[src/rtl/vga_timing_gen.sv]
// ---------------------------------------------------------------------------
// vga_timing_gen
//
// Parametrised VGA/DVI raster timing generator. A divider turns the system
// clock into a one-clk-wide pixel clock-enable. Horizontal and vertical
// counters advance on that enable. Combinational decode of the counters
// produces sync, DE, coordinates, blanking and line/frame strobes. A short
// shift register delivers copies of sync/DE delayed by PIPE_DLY pixels, so
// they line up with downstream RGB pipelines.
//
// Ports:
//   clk          system clock, single domain
//   reset        synchronous active-high reset
//   en           run enable; low freezes divider, counters and delay line
//   pix_ce       pixel clock-enable, high for one clk every CLK_DIV clks
//   h_sync       horizontal sync, asserted level HS_POL
//   v_sync       vertical sync, asserted level VS_POL
//   DE           display enable, high inside the active area
//   x_pixel      raw horizontal counter
//   y_pixel      raw vertical counter
//   line_start   pulse on the pix_ce of pixel 0 of every line
//   frame_start  pulse on the pix_ce of pixel (0,0)
//   vblank       high while the vertical counter is outside the active lines
//   h_sync_d     h_sync delayed PIPE_DLY pixels
//   v_sync_d     v_sync delayed PIPE_DLY pixels
//   DE_d         DE delayed PIPE_DLY pixels
// ---------------------------------------------------------------------------
module vga_timing_gen #(
  parameter int H_ACTIVE = 640,
  parameter int H_FP     = 16,
  parameter int H_SYNC   = 96,
  parameter int H_BP     = 48,
  parameter int V_ACTIVE = 480,
  parameter int V_FP     = 10,
  parameter int V_SYNC   = 2,
  parameter int V_BP     = 33,
  parameter int CLK_DIV  = 4,
  parameter int HS_POL   = 0,
  parameter int VS_POL   = 0,
  parameter int PIPE_DLY = 2,
  parameter int CNT_W    = 10
) (
  input  logic             clk,
  input  logic             reset,
  input  logic             en,
  output logic             pix_ce,
  output logic             h_sync,
  output logic             v_sync,
  output logic             DE,
  output logic [CNT_W-1:0] x_pixel,
  output logic [CNT_W-1:0] y_pixel,
  output logic             line_start,
  output logic             frame_start,
  output logic             vblank,
  output logic             h_sync_d,
  output logic             v_sync_d,
  output logic             DE_d
);

  localparam int H_TOTAL = H_ACTIVE + H_FP + H_SYNC + H_BP;
  localparam int V_TOTAL = V_ACTIVE + V_FP + V_SYNC + V_BP;
  localparam int DIV_W   = (CLK_DIV > 1) ? $clog2(CLK_DIV) : 1;

  // Refuse to elaborate with totals that do not fit the counters.
  if (H_TOTAL > (1 << CNT_W)) begin : g_bad_h_total
    $error("vga_timing_gen: H_TOTAL does not fit in CNT_W bits");
  end
  if (V_TOTAL > (1 << CNT_W)) begin : g_bad_v_total
    $error("vga_timing_gen: V_TOTAL does not fit in CNT_W bits");
  end
  if (CLK_DIV < 1) begin : g_bad_clk_div
    $error("vga_timing_gen: CLK_DIV must be at least 1");
  end

  localparam logic [DIV_W-1:0] DIV_LAST = DIV_W'(CLK_DIV - 1);
  localparam logic [CNT_W-1:0] H_LAST   = CNT_W'(H_TOTAL - 1);
  localparam logic [CNT_W-1:0] V_LAST   = CNT_W'(V_TOTAL - 1);

  // Decode boundaries are one bit wider than the counters, because a
  // boundary such as the sync end can equal 2^CNT_W when the back porch
  // is zero.
  localparam logic [CNT_W:0] H_ACT_END  = (CNT_W+1)'(H_ACTIVE);
  localparam logic [CNT_W:0] H_SYNC_BEG = (CNT_W+1)'(H_ACTIVE + H_FP);
  localparam logic [CNT_W:0] H_SYNC_END = (CNT_W+1)'(H_ACTIVE + H_FP + H_SYNC);
  localparam logic [CNT_W:0] V_ACT_END  = (CNT_W+1)'(V_ACTIVE);
  localparam logic [CNT_W:0] V_SYNC_BEG = (CNT_W+1)'(V_ACTIVE + V_FP);
  localparam logic [CNT_W:0] V_SYNC_END = (CNT_W+1)'(V_ACTIVE + V_FP + V_SYNC);

  localparam logic HS_ON = (HS_POL != 0);
  localparam logic VS_ON = (VS_POL != 0);

  logic [DIV_W-1:0] div_q, div_d;
  logic [CNT_W-1:0] h_q, h_d;
  logic [CNT_W-1:0] v_q, v_d;
  logic [CNT_W:0]   h_ext, v_ext;

  // With CLK_DIV=1 the divider register is stuck at 0, so this reduces to en.
  assign pix_ce = en && (div_q == DIV_LAST);

  // Next-state logic. The divider runs whenever en is high. The raster
  // counters move only on pix_ce. The vertical counter steps on the same
  // edge where the horizontal counter wraps.
  always_comb begin
    div_d = div_q;
    h_d   = h_q;
    v_d   = v_q;
    if (en) begin
      div_d = (div_q == DIV_LAST) ? '0 : div_q + DIV_W'(1);
    end
    if (pix_ce) begin
      if (h_q == H_LAST) begin
        h_d = '0;
        v_d = (v_q == V_LAST) ? '0 : v_q + CNT_W'(1);
      end else begin
        h_d = h_q + CNT_W'(1);
      end
    end
  end

  // Counter registers. Reset wins over en, so a pulse anywhere in the
  // frame restarts the raster from pixel (0,0) with a fresh divider.
  always_ff @(posedge clk) begin
    if (reset) begin
      div_q <= '0;
      h_q   <= '0;
      v_q   <= '0;
    end else begin
      div_q <= div_d;
      h_q   <= h_d;
      v_q   <= v_d;
    end
  end

  assign h_ext = {1'b0, h_q};
  assign v_ext = {1'b0, v_q};

  assign h_sync      = (h_ext >= H_SYNC_BEG && h_ext < H_SYNC_END) ? HS_ON : ~HS_ON;
  assign v_sync      = (v_ext >= V_SYNC_BEG && v_ext < V_SYNC_END) ? VS_ON : ~VS_ON;
  assign DE          = (h_ext < H_ACT_END) && (v_ext < V_ACT_END);
  assign vblank      = (v_ext >= V_ACT_END);
  assign x_pixel     = h_q;
  assign y_pixel     = v_q;
  assign line_start  = pix_ce && (h_q == '0);
  assign frame_start = line_start && (v_q == '0);

  if (PIPE_DLY == 0) begin : g_no_dly
    assign h_sync_d = h_sync;
    assign v_sync_d = v_sync;
    assign DE_d     = DE;
  end else begin : g_dly
    // Each stage holds {h_sync, v_sync, DE}.
    logic [2:0] pipe_q [PIPE_DLY];

    // Shift register for the delayed sync/DE copies. It advances once per
    // pixel, so the delay is counted in pixels rather than clks. It holds
    // while en is low because pix_ce is then low.
    always_ff @(posedge clk) begin
      if (reset) begin
        for (int i = 0; i < PIPE_DLY; i++) begin
          pipe_q[i] <= {~HS_ON, ~VS_ON, 1'b0};
        end
      end else if (pix_ce) begin
        pipe_q[0] <= {h_sync, v_sync, DE};
        for (int i = 1; i < PIPE_DLY; i++) begin
          pipe_q[i] <= pipe_q[i-1];
        end
      end
    end

    assign {h_sync_d, v_sync_d, DE_d} = pipe_q[PIPE_DLY-1];
  end

endmodule

[config.mk]
export PLATFORM = sky130hd
export DESIGN_NAME = vga_timing_gen
export DESIGN_NICKNAME = d
export VERILOG_FILES = /design/src/rtl/vga_timing_gen.sv
export SDC_FILE = /design/constraint.sdc
export NUM_CORES = 1
export LEC_CHECK = 0
export ABC_AREA = 1
export BUFFER_PORTS_ARGS = -buffer_cell sky130_fd_sc_hd__buf_2
export CAP_MARGIN = 40
export CORE_MARGIN = 5
export CORE_UTILIZATION = 54
export DETAILED_ROUTE_END_ITERATION = 10
export HOLD_SLACK_MARGIN = 0.03
export PLACE_DENSITY = 0.85
export SLEW_MARGIN = 0
export SYNTH_ARGS = -nofsm -noshare
export SYNTH_HDL_FRONTEND = slang
export SYNTH_SLANG_ARGS = --single-unit
[constraint.sdc]
create_clock -name clk -period 1.9 [get_ports clk]
set_clock_uncertainty 0.1 [all_clocks]
set_input_delay 0.19 -clock clk [delete_from_list [all_inputs] [get_ports clk]]
set_output_delay 0.19 -clock clk [all_outputs]
set_load 0.05 [all_outputs]
# Word level (Yosys, flattened, before mapping)
# Memories as Yosys holds them, arrays and structs flattened.
# Cells that the tools add are included.
# classes
n_lt_le_gt_ge	7
n_addsub	3
mul	0
n_mux	12
eq_ne	3
reduce_logical	9
div	0
shift	0
n_bitwise	2
# ops
op	n
10-bit by 1-bit adder with 10-bit output (second input constant)	2
10-bit equality test (second input constant)	2
10-bit by 9-bit greater-or-equal comparator with 1-bit output (second input constant)	2
10-bit logical NOT	2
10-bit less-than comparator (second input constant)	2
10-bit by 9-bit less-than comparator with 1-bit output (second input constant)	2
10-bit two-way mux	2
10-bit greater-or-equal comparator (second input constant)	1
1-bit two-way mux	7
1-bit logical AND	6
3-bit two-way mux	2
2-bit by 1-bit adder with 2-bit output (second input constant)	1
2-bit equality test (second input constant)	1
2-bit two-way mux	1
1-bit OR	2
2-bit AND reduction	1
# word_totals
latch_bits	0
ram_bits	6
romBits	0
register_bits	22
n_memories	1
# memory_table
memory	depth	word_bits	rd	rd_ports_with_merged_regs	wr	line	rtl
g_dly.pipe_q	2	3	2	0	2	152	logic [2:0] pipe_q [PIPE_DLY];

# Longest topological paths before layout
# Gate-level depths: netlist of the first run.
# logic_depth
depth_word	6
depth_mapped	10
ltp_nobuf	9

# Worst setup path after synthesis of the first run
# Ideal clock, no wire load.
# synth_timing
path_type	flip-flop to output port
startpoint	register v_q[5], in the netlist y_pixel[5]
endpoint	output port DE
setup_slack_ns	-1.099
required_ns	1.610
stages_incl_launch_ff	4
path_buffers	0
arrival_time_ns	2.709
path_cell_list	dfxtp_1 nand2_1 o21ai_0 nor3_1
# synth_via
elab_chain_len	2
# synth_rtl
item	line	rtl
from (decl)	94	logic [CNT_W-1:0] v_q, v_d;
from (signal assigned)	130	v_q <= v_d;
10-bit by 9-bit less-than comparator with 1-bit output	139	assign DE = (h_ext < H_ACT_END) && (v_ext < V_ACT_END);
1-bit logical AND	139	
to (decl)	49	output logic DE,
# No other way between the ends.

# Worst setup path after layout of the first run
# layout_timing
startpoint	register h_q[0], in the netlist x_pixel[0]
endpoint	output port frame_start
# layout_via
elab_chain_len	3
# layout_rtl
item	line	rtl
from (decl)	93	logic [CNT_W-1:0] h_q, h_d;
from (signal assigned)	125	h_q <= '0;
from (signal assigned)	129	h_q <= h_d;
10-bit logical NOT	143	assign line_start = pix_ce && (h_q == '0);
1-bit logical AND	143	
1-bit logical AND	144	assign frame_start = line_start && (v_q == '0);
to (decl)	53	output logic frame_start,
# No other way between the ends.

==> run summary, run 1 <==
Die Height - 64.5 um
Root Driver - clkbuf_4
Critical Path Sink Type - output port
Int Pwr - 0.712 mW
Avg WL per Cell - 13.6 um
GR Overflow Total - 0
Post-synthesis cell type count - 28
Starting Density - 0.572
Via density - 5.32
Critical-path maximum fanout - 2
Hold Vio Cnt, Final - 0
Core area - 2810 um2
First-pass GRT wire length - 6610 um
RSZ-0062 raised after global routing - true
Clk pwr share - 0.277
Initial antenna violation count - 0
Max_cap viols - 0
Final instance area - 1970 um2
Commonest cells after routing, fill and taps aside - nand2_1 (46), buf_2 (29), inv_1 (27)
Arr. time, crit path - 1610 ps
R2R Path End - x_pixel[9]
Pleak - 0.895 nW
Hold Crit Start - div_q[0]
Total power - 0.941 mW
Max VDD drop - 0.440 mV
Core Util, Final - 0.704
Pwr dens - 477 nW/um2
Setup-failing EPs final - 0
Final instance count without filler cells - 287
Placed cell areas - 1810 um2
Worst-Margin Slew - 373 ps
# DRC - 0
Total track usage - 0.197
Diodes inserted - 0
Drt total wl - 3910 um
Worst slew margin - 0.751
IO Count - 33
Setup slack after layout - 4.27 ps
Initial DRC count - 74
Status - completed
Placed Instances - 277
Psw - 0.229 mW
Yosys warns - 0
Post-synthesis sequential area ratio - 0.387
Critical Path Sink - frame_start
Largest net degree at the start of global routing - 16
Hold WS - 425 ps
Row cnt - 19
Port Buf Inserts - 32
Mapped Area - 1610 um2
Clock latency on the worst-skew pair - 340 ps
Die X - 64.5 um
Fin Setup TNS - 0 ps
Sequential power share - 0.655
Max Clock Freq - 528 MHz
Hold WC Path Type - flip-flop to flip-flop
Final ANT Viol Nets - 0
Synth-to-Final Area Change - 23.0%
Reg-to-reg critical path startpoint - x_pixel[0]
Setup slack at placement - 305 ps
GPL Wtd Cong - 0.901
Critical Path Start Type - flip-flop
Post-DP HPWL - 2880 um
Max Root-Sink Buffers - 2
Clock slew at reported path FFs - 140 ps
Die footprint - 4160 um2
Syn Nets - 224
Drt first pass iters - 4
TritonCTS buffer count - 3
Fin. max-slew vios - 0
Setup slack, reg-to-reg - 240 ps
Clock sinks - 28
Mapped Cells - 215
Comb pwr share - 0.068
Final period utilization - 0.998
Layout cells sized above 1 - 0.344
Via Count - 1528
WP data required - 1610 ps
Fin nets - 266
Average cell area after synthesis - 7.47 um2
Worst setup path startpoint - x_pixel[0]
Most common cell after layout, fill and taps aside - nand2_1
Vias in the first global route - 1457
R2R cell count - 9
H-tree Lvls - 1
Seq cells post-synth - 28
CTS tree - done
Critical path class - flip-flop to output port
Sw frac - 0.244
Tmin final - 1900 ps
cells by family (layout without fill, tap and decap cells):
family / Yosys count / in the layout / share of synthesized area
buf+inv: 36 / 77 / 0.0951
xor+xnor: 7 / 7 / 0.0382
fa+ha+maj: 6 / 6 / 0.0468
flops: 28 / 28 / 0.387
compound gates: 19 / 19 / 0.0733
simple gates: 119 / 119 / 0.360
cells in the mapped netlist (all sizes together):
cell type,instances,area share
xnor2,1,0.0055
inv,34,0.079
a21oi,10,0.041
nor2,28,0.085
o22ai,1,0.0078
nor3,9,0.028
dfxtp,22,0.27
xor2,6,0.033
o21ai,8,0.025
nand3,19,0.072
buf,2,0.016
nand4,7,0.027
or2,3,0.012
ha,6,0.047
nor4,1,0.0039
edfxtp,6,0.11
nand2,52,0.13
metal layers:
| metal | vias to the layer above | wire length, um | GRT usage |
|---|---|---|---|
| met5 | - | 0 | 0 |
| li1 | 779 | - | - |
| met4 | 0 | 57 | 0.0554 |
| met3 | 9 | 162 | 0.0363 |
| met2 | 33 | 1940 | 0.352 |
| met1 | 707 | 1750 | 0.244 |
critical path, stage by stage (launching register included):
cell and delay, ps:
dfxtp_2 350, inv_2 80, ha_4 130, nand2_2 40, nor3_2 150, nand4_1 180, nor2_2 170, buf_6 170
power groups by stage:
stage / Sequential [mW] / Clock [mW] / Combinational (mW)
2_1_floorplan: 0.636 / 0 / 0.0352
3_3_place_gp: 0.630 / 0 / 0.0535
3_5_place_dp: 0.631 / 0 / 0.0546
4_1_cts: 0.618 / 0.264 / 0.0589
5_1_grt: 0.618 / 0.285 / 0.0712
6_report: 0.617 / 0.260 / 0.0645
worst min-delay path by stage:
stage	endpoint	slack, ps	cells after the start
floorplan	div_q[1]	180	1
global placement	div_q[1]	340	2
detailed placement	div_q[1]	340	2
CTS	y_pixel[7]	440	2
global route	div_q[0]	450	2
finish	div_q[0]	430	2
timing repair:
item | CTS | global route
pin swaps | 0 | 4
setup endpoints to repair | 4 | 4
endpoints found under the hold margin | 4 | 0
gates cloned | 0 | 0
resized for setup | 10 | 21
hold buffers | 2 | 0
buffers inserted | 0 | 4
registers in the layout, summed over array words and instances, names as in the netlist:
register	flops
x_pixel	10
y_pixel	10
g_dly.pipe_q	6
div_q	2
final cells by class:
cell class	instances	area [um2]
Clock buffer	3	22.5
Clock inverter	1	3.75
Fill cell	224	831
Inverter	34	130
Multi-Input combinational cell	151	915
Sequential cell	28	632
Tap cell	31	38.8
Timing Repair Buffer	39	233
Note: power is estimated with default switching activity, not from simulation.
==> inputs of run 2 (changes only) <==
--- a/config.mk
+++ b/config.mk
@@ -9,10 +9,10 @@
 export BUFFER_PORTS_ARGS = -buffer_cell sky130_fd_sc_hd__buf_2
 export CAP_MARGIN = 40
 export CORE_MARGIN = 5
-export CORE_UTILIZATION = 54
+export CORE_UTILIZATION = 55
 export DETAILED_ROUTE_END_ITERATION = 10
 export HOLD_SLACK_MARGIN = 0.03
-export PLACE_DENSITY = 0.85
+export PLACE_DENSITY = 0.86
 export SLEW_MARGIN = 0
 export SYNTH_ARGS = -nofsm -noshare
 export SYNTH_HDL_FRONTEND = slang
==> constraint.sdc (replaced) <==
create_clock -name clk -period 2.35 [get_ports clk]
set_clock_uncertainty 0.1 [all_clocks]
set_input_delay 0.235 -clock clk [delete_from_list [all_inputs] [get_ports clk]]
set_output_delay 0.235 -clock clk [all_outputs]
set_load 0.05 [all_outputs]
==> run 2 against run 1 <==
- die area shrank 1.5%
- worst hold slack lost 340 ps
- critical path type unchanged
- cell count shrank 2.1%
- combinational power shrank 31%
- highest routed layer unchanged
- wire length shrank 12%
- core utilization shrank 4.8 points
- via count shrank 2.7%
- register-to-register slack gained 490 ps
- sequential share of layout area grew 2.0 points
- worst setup slack gained 200 ps
- total power shrank 20%
==> run summary, run 2 (synthesis results as in run 1) <==
Pwr dens - 412 nW/um2
Diodes inserted - 0
Post-DP HPWL - 2670 um
IO Count - 33
Via density - 5.29
CP bufs+invs - 4
Tmin final - 2150 ps
Hold Vio Cnt, Final - 0
TritonCTS buffer count - 3
Worst slew margin - 0.711
Grt peak-use layer - met2
WP data required - 2020 ps
Max Clock Freq - 465 MHz
Drt total wl - 3440 um
Total power - 0.752 mW
Row cnt - 19
Core Util, Final - 0.656
CP Depth - 6
Critical Path Start Type - flip-flop
Filler cells - 246
Avg WL per Cell - 12.2 um
Max VDD drop - 0.351 mV
Setup-failing EPs final - 0
Met3 global-route usage - 0.0298
Arr. time, crit path - 1810 ps
Hold WS - 83.1 ps
R2R cell count - 5
Pleak - 0.852 nW
Via Count - 1486
Initial DRC count - 114
Layout cells sized above 1 - 0.244
Vias in the first global route - 1321
Root Driver - clkbuf_4
Core area - 2780 um2
Port Buf Inserts - 32
Max incr delay on CP - 420 ps
Initial antenna violation count - 0
Worst-Margin Slew - 430 ps
Setup bufs post-CTS - 0
GR Overflow Total - 0
Total track usage - 0.179
Starting Density - 0.577
RSZ-0062 raised after global routing - false
Synth-to-Final Area Change - 13.6%
Clock sinks - 28
Max_cap viols - 0
CTS tree - done
# DRC - 0
Final ANT Viol Nets - 0
Fin nets - 260
Critical path class - flip-flop to output port
Die X - 64.0 um
GPL Wtd Cong - 0.913
H-tree Lvls - 1
CP delay by family, top - simple AND/OR/NAND/NOR gates
Fin Setup TNS - 0 ps
Die footprint - 4100 um2
First-pass GRT wire length - 6050 um
Commonest cells after routing, fill and taps aside - nand2_1 (47), buf_2 (32), inv_1 (31)
Max Root-Sink Buffers - 2
Met1 GRT Util - 0.256
Crit-path most repeated cell - inv_1
Crit-path cells - inv_1, nor3_1, inv_1, nor3_1, inv_1, buf_2
Met2 GRT Util - 0.270
Slowest stage cell, crit path - dfxtp_1
Critical Path Sink Type - output port
Clock latency on the worst-skew pair - 340 ps
Final period utilization - 0.915
Drt first pass iters - 4
Hold WC Path Type - input pin to flip-flop
Critical-path maximum fanout - 5
Most common cell after layout, fill and taps aside - nand2_1
Clock slew at reported path FFs - 150 ps
Largest net degree at the start of global routing - 16
Worst hold path depth - 2
Fin. max-slew vios - 0
Status - completed
Die Height - 64.0 um
[run 2: cell types whose count changed in the layout (fill, tap and decap cells not counted), sizes merged]
cell         change
buf              -5
dlygate4sd3      -1
[run 2: worst paths after layout]
kind	startpoint	end	slack [ps]
min	reset	y_pixel[7]	80
max reg2reg	x_pixel[7]	g_dly.pipe_q[0][2]	730
min reg2reg	g_dly.pipe_q[0][1]	g_dly.pipe_q[0][4]	430
max	x_pixel[7]	h_sync	200
[run 2: cell type report]
cell class / count / area (um2) / area share
clock buffer: 3 / 22.5 / 0.0123
inverter: 34 / 128 / 0.0700
timing repair buffer: 33 / 170 / 0.0933
clock inverter: 1 / 3.75 / 0.00206
sequential: 28 / 621 / 0.340
tap: 31 / 38.8 / 0.0213
multi-input combinational: 151 / 841 / 0.461
[run 2: worst register-to-register path, stage by stage, from the launching register on]
cell	delay, ps
dfxtp_1	420
inv_1	100
nor3_1	390
inv_1	90
nor3_1	210
nand2_1	80
[run 2: what timing repair did]
| item | in CTS | in global routing |
|---|---|---|
| hold endpoints to repair | 1 | 0 |
| hold buffers | 1 | 0 |
| gates resized for setup | 0 | 0 |
[run 2: metal layers]
metal  vias up  share of wire
met5         -              0
met4         0          0.015
met3         5          0.051
met2        41           0.44
met1       677           0.49
li1        763              -
[run 2: per-stage QoR]
stage / instances / area, um2 / worst slack, ps
final: 281 / 1820 / 200
after global routing: 281 / 1820 / 105
after floorplan: 215 / 1610 / 278
after detailed placement: 276 / 1790 / 616
after global placement: 276 / 1790 / 696
after CTS: 281 / 1820 / 234
[run 2: power by group]
group	leakage, nW	switching (mW)	internal [mW]
logic	0.611	0.0316	0.0129
registers	0.226	0.00300	0.497
clock network	0.0154	0.146	0.0625
total	0.852	0.180	0.572
==> inputs of run 3 (changes only) <==
--- a/config.mk
+++ b/config.mk
@@ -7,12 +7,12 @@
 export LEC_CHECK = 0
 export ABC_AREA = 1
 export BUFFER_PORTS_ARGS = -buffer_cell sky130_fd_sc_hd__buf_2
-export CAP_MARGIN = 40
+export CAP_MARGIN = 0
 export CORE_MARGIN = 5
 export CORE_UTILIZATION = 55
 export DETAILED_ROUTE_END_ITERATION = 10
 export HOLD_SLACK_MARGIN = 0.03
-export PLACE_DENSITY = 0.86
+export PLACE_DENSITY = 0.79
 export SLEW_MARGIN = 0
 export SYNTH_ARGS = -nofsm -noshare
 export SYNTH_HDL_FRONTEND = slang
==> run 3 against run 2 <==
- wire length up 9.6%
- maximum frequency increased by 3.2%
- worst hold slack got worse by 9.8 ps
- global-route usage increased by 1.1 points
- first-iteration DRC count decreased by 15%
- core utilization is 1.1 points higher
- cell count did not move
- flip-flop and latch count did not move
- die area unchanged
- clock-buffer cell count did not move
==> run summary, run 3 (synthesis results as in run 1) <==
Final ANT Viol Nets - 0
Max_cap viols - 0
Final period utilization - 0.886
CP delay by family, top - simple AND/OR/NAND/NOR gates
Setup slack at placement - 581 ps
Status - completed
Worst slew margin - 0.770
Initial antenna violation count - 0
Layout cells sized above 1 - 0.252
Crit-path cells - inv_1, ha_1, nand2_1, nor3_1, nand4_1, nor2_1, buf_2
Die footprint - 4100 um2
IO Count - 33
Diodes inserted - 0
Worst-Margin Slew - 342 ps
Fin Setup TNS - 0 ps
Root Driver - clkbuf_4
Hold WS - 73.4 ps
Critical-path maximum fanout - 4
Drt first pass iters - 5
Pleak - 0.865 nW
Critical Path Start Type - flip-flop
Initial DRC count - 97
Row cnt - 19
GPL Wtd Cong - 0.907
First-pass GRT wire length - 6350 um
Filler cells - 262
Largest net degree at the start of global routing - 17
Setup bufs post-CTS - 0
Clock latency on the worst-skew pair - 350 ps
Drt total wl - 3770 um
CP bufs+invs - 2
TritonCTS buffer count - 3
Setup slack after layout - 267 ps
Port Buf Inserts - 32
# DRC - 0
Die Height - 64.0 um
Clock slew at reported path FFs - 170 ps
Via Count - 1496
Vias in the first global route - 1404
Critical Path Sink Type - output port
Pwr dens - 472 nW/um2
CTS tree - done
Most common cell after layout, fill and taps aside - nand2_1
Critical path class - flip-flop to output port
Clock sinks - 28
Max Root-Sink Buffers - 2
WP data required - 2020 ps
Fin nets - 260
Core area - 2780 um2
Slowest stage cell, crit path - dfxtp_1
Max VDD drop - 0.401 mV
Fin. max-slew vios - 0
Max incr delay on CP - 380 ps
Avg WL per Cell - 13.4 um
Synth-to-Final Area Change - 15.6%
Hold Vio Cnt, Final - 0
Die X - 64.0 um
Arr. time, crit path - 1750 ps
Tmin final - 2080 ps
Max Clock Freq - 480 MHz
H-tree Lvls - 1
Commonest cells after routing, fill and taps aside - nand2_1 (47), buf_2 (32), inv_1 (31)
Starting Density - 0.577
Setup-failing EPs final - 0
RSZ-0062 raised after global routing - false
Post-DP HPWL - 2860 um
Total track usage - 0.190
Via density - 5.32
GR Overflow Total - 0
Hold WC Path Type - input pin to flip-flop
run 3: cell types whose count changed in the layout (fill, tap and decap cells not counted):
cell and delta:
nor3_2 +1, bufinv_16 +1, nor3_1 -1, clkinv_1 -1
run 3: repair_timing:
action	4_1_cts	5_1_grt
hold endpoints to repair	1	0
hold buffers	1	0
resized for setup	0	1
setup endpoints to repair	0	1
run 3: metal layers:
layer	wire (um)	track usage	up-vias	share of wire
met3	187	0.0473	6	0.050
met1	1780	0.250	694	0.47
met4	28	0.0442	0	0.0074
met5	0	0	-	0
li1	-	-	761	-
met2	1770	0.313	35	0.47
run 3: final cells by class:
class                   count  area [um2]  share of cell area
clock buffers               3        22.5              0.0121
clock inverters             1        30.0              0.0162
inverters                  34         128              0.0688
multi-input cells         151         846               0.456
flip-flops and latches     28         621               0.334
well taps                  31        38.8              0.0209
repair buffers             33         170              0.0917
run 3: report_power, final:
group          switching [mW]  internal [mW]
sequential            0.00314          0.497
combinational          0.0324         0.0128
clock                   0.158          0.173
run 3: metrics by stage:
step,utilization,instance area [um2],power [mW],cells
final,0.667,1860,0.875,281
after global routing,0.667,1860,0.905,281
after CTS,0.665,1850,0.877,281
after detailed placement,0.643,1790,0.554,276
after global placement,0.643,1790,0.553,276
after floorplan,-,1610,0.543,215
run 3: final timing paths:
check	cells past startpoint	to	slack [ps]	from
setup / recovery	7	frame_start	270	x_pixel[0]
hold / removal	2	y_pixel[7]	70	reset
setup reg to reg	8	y_pixel[2]	670	x_pixel[0]
hold reg to reg	2	y_pixel[7]	430	y_pixel[7]
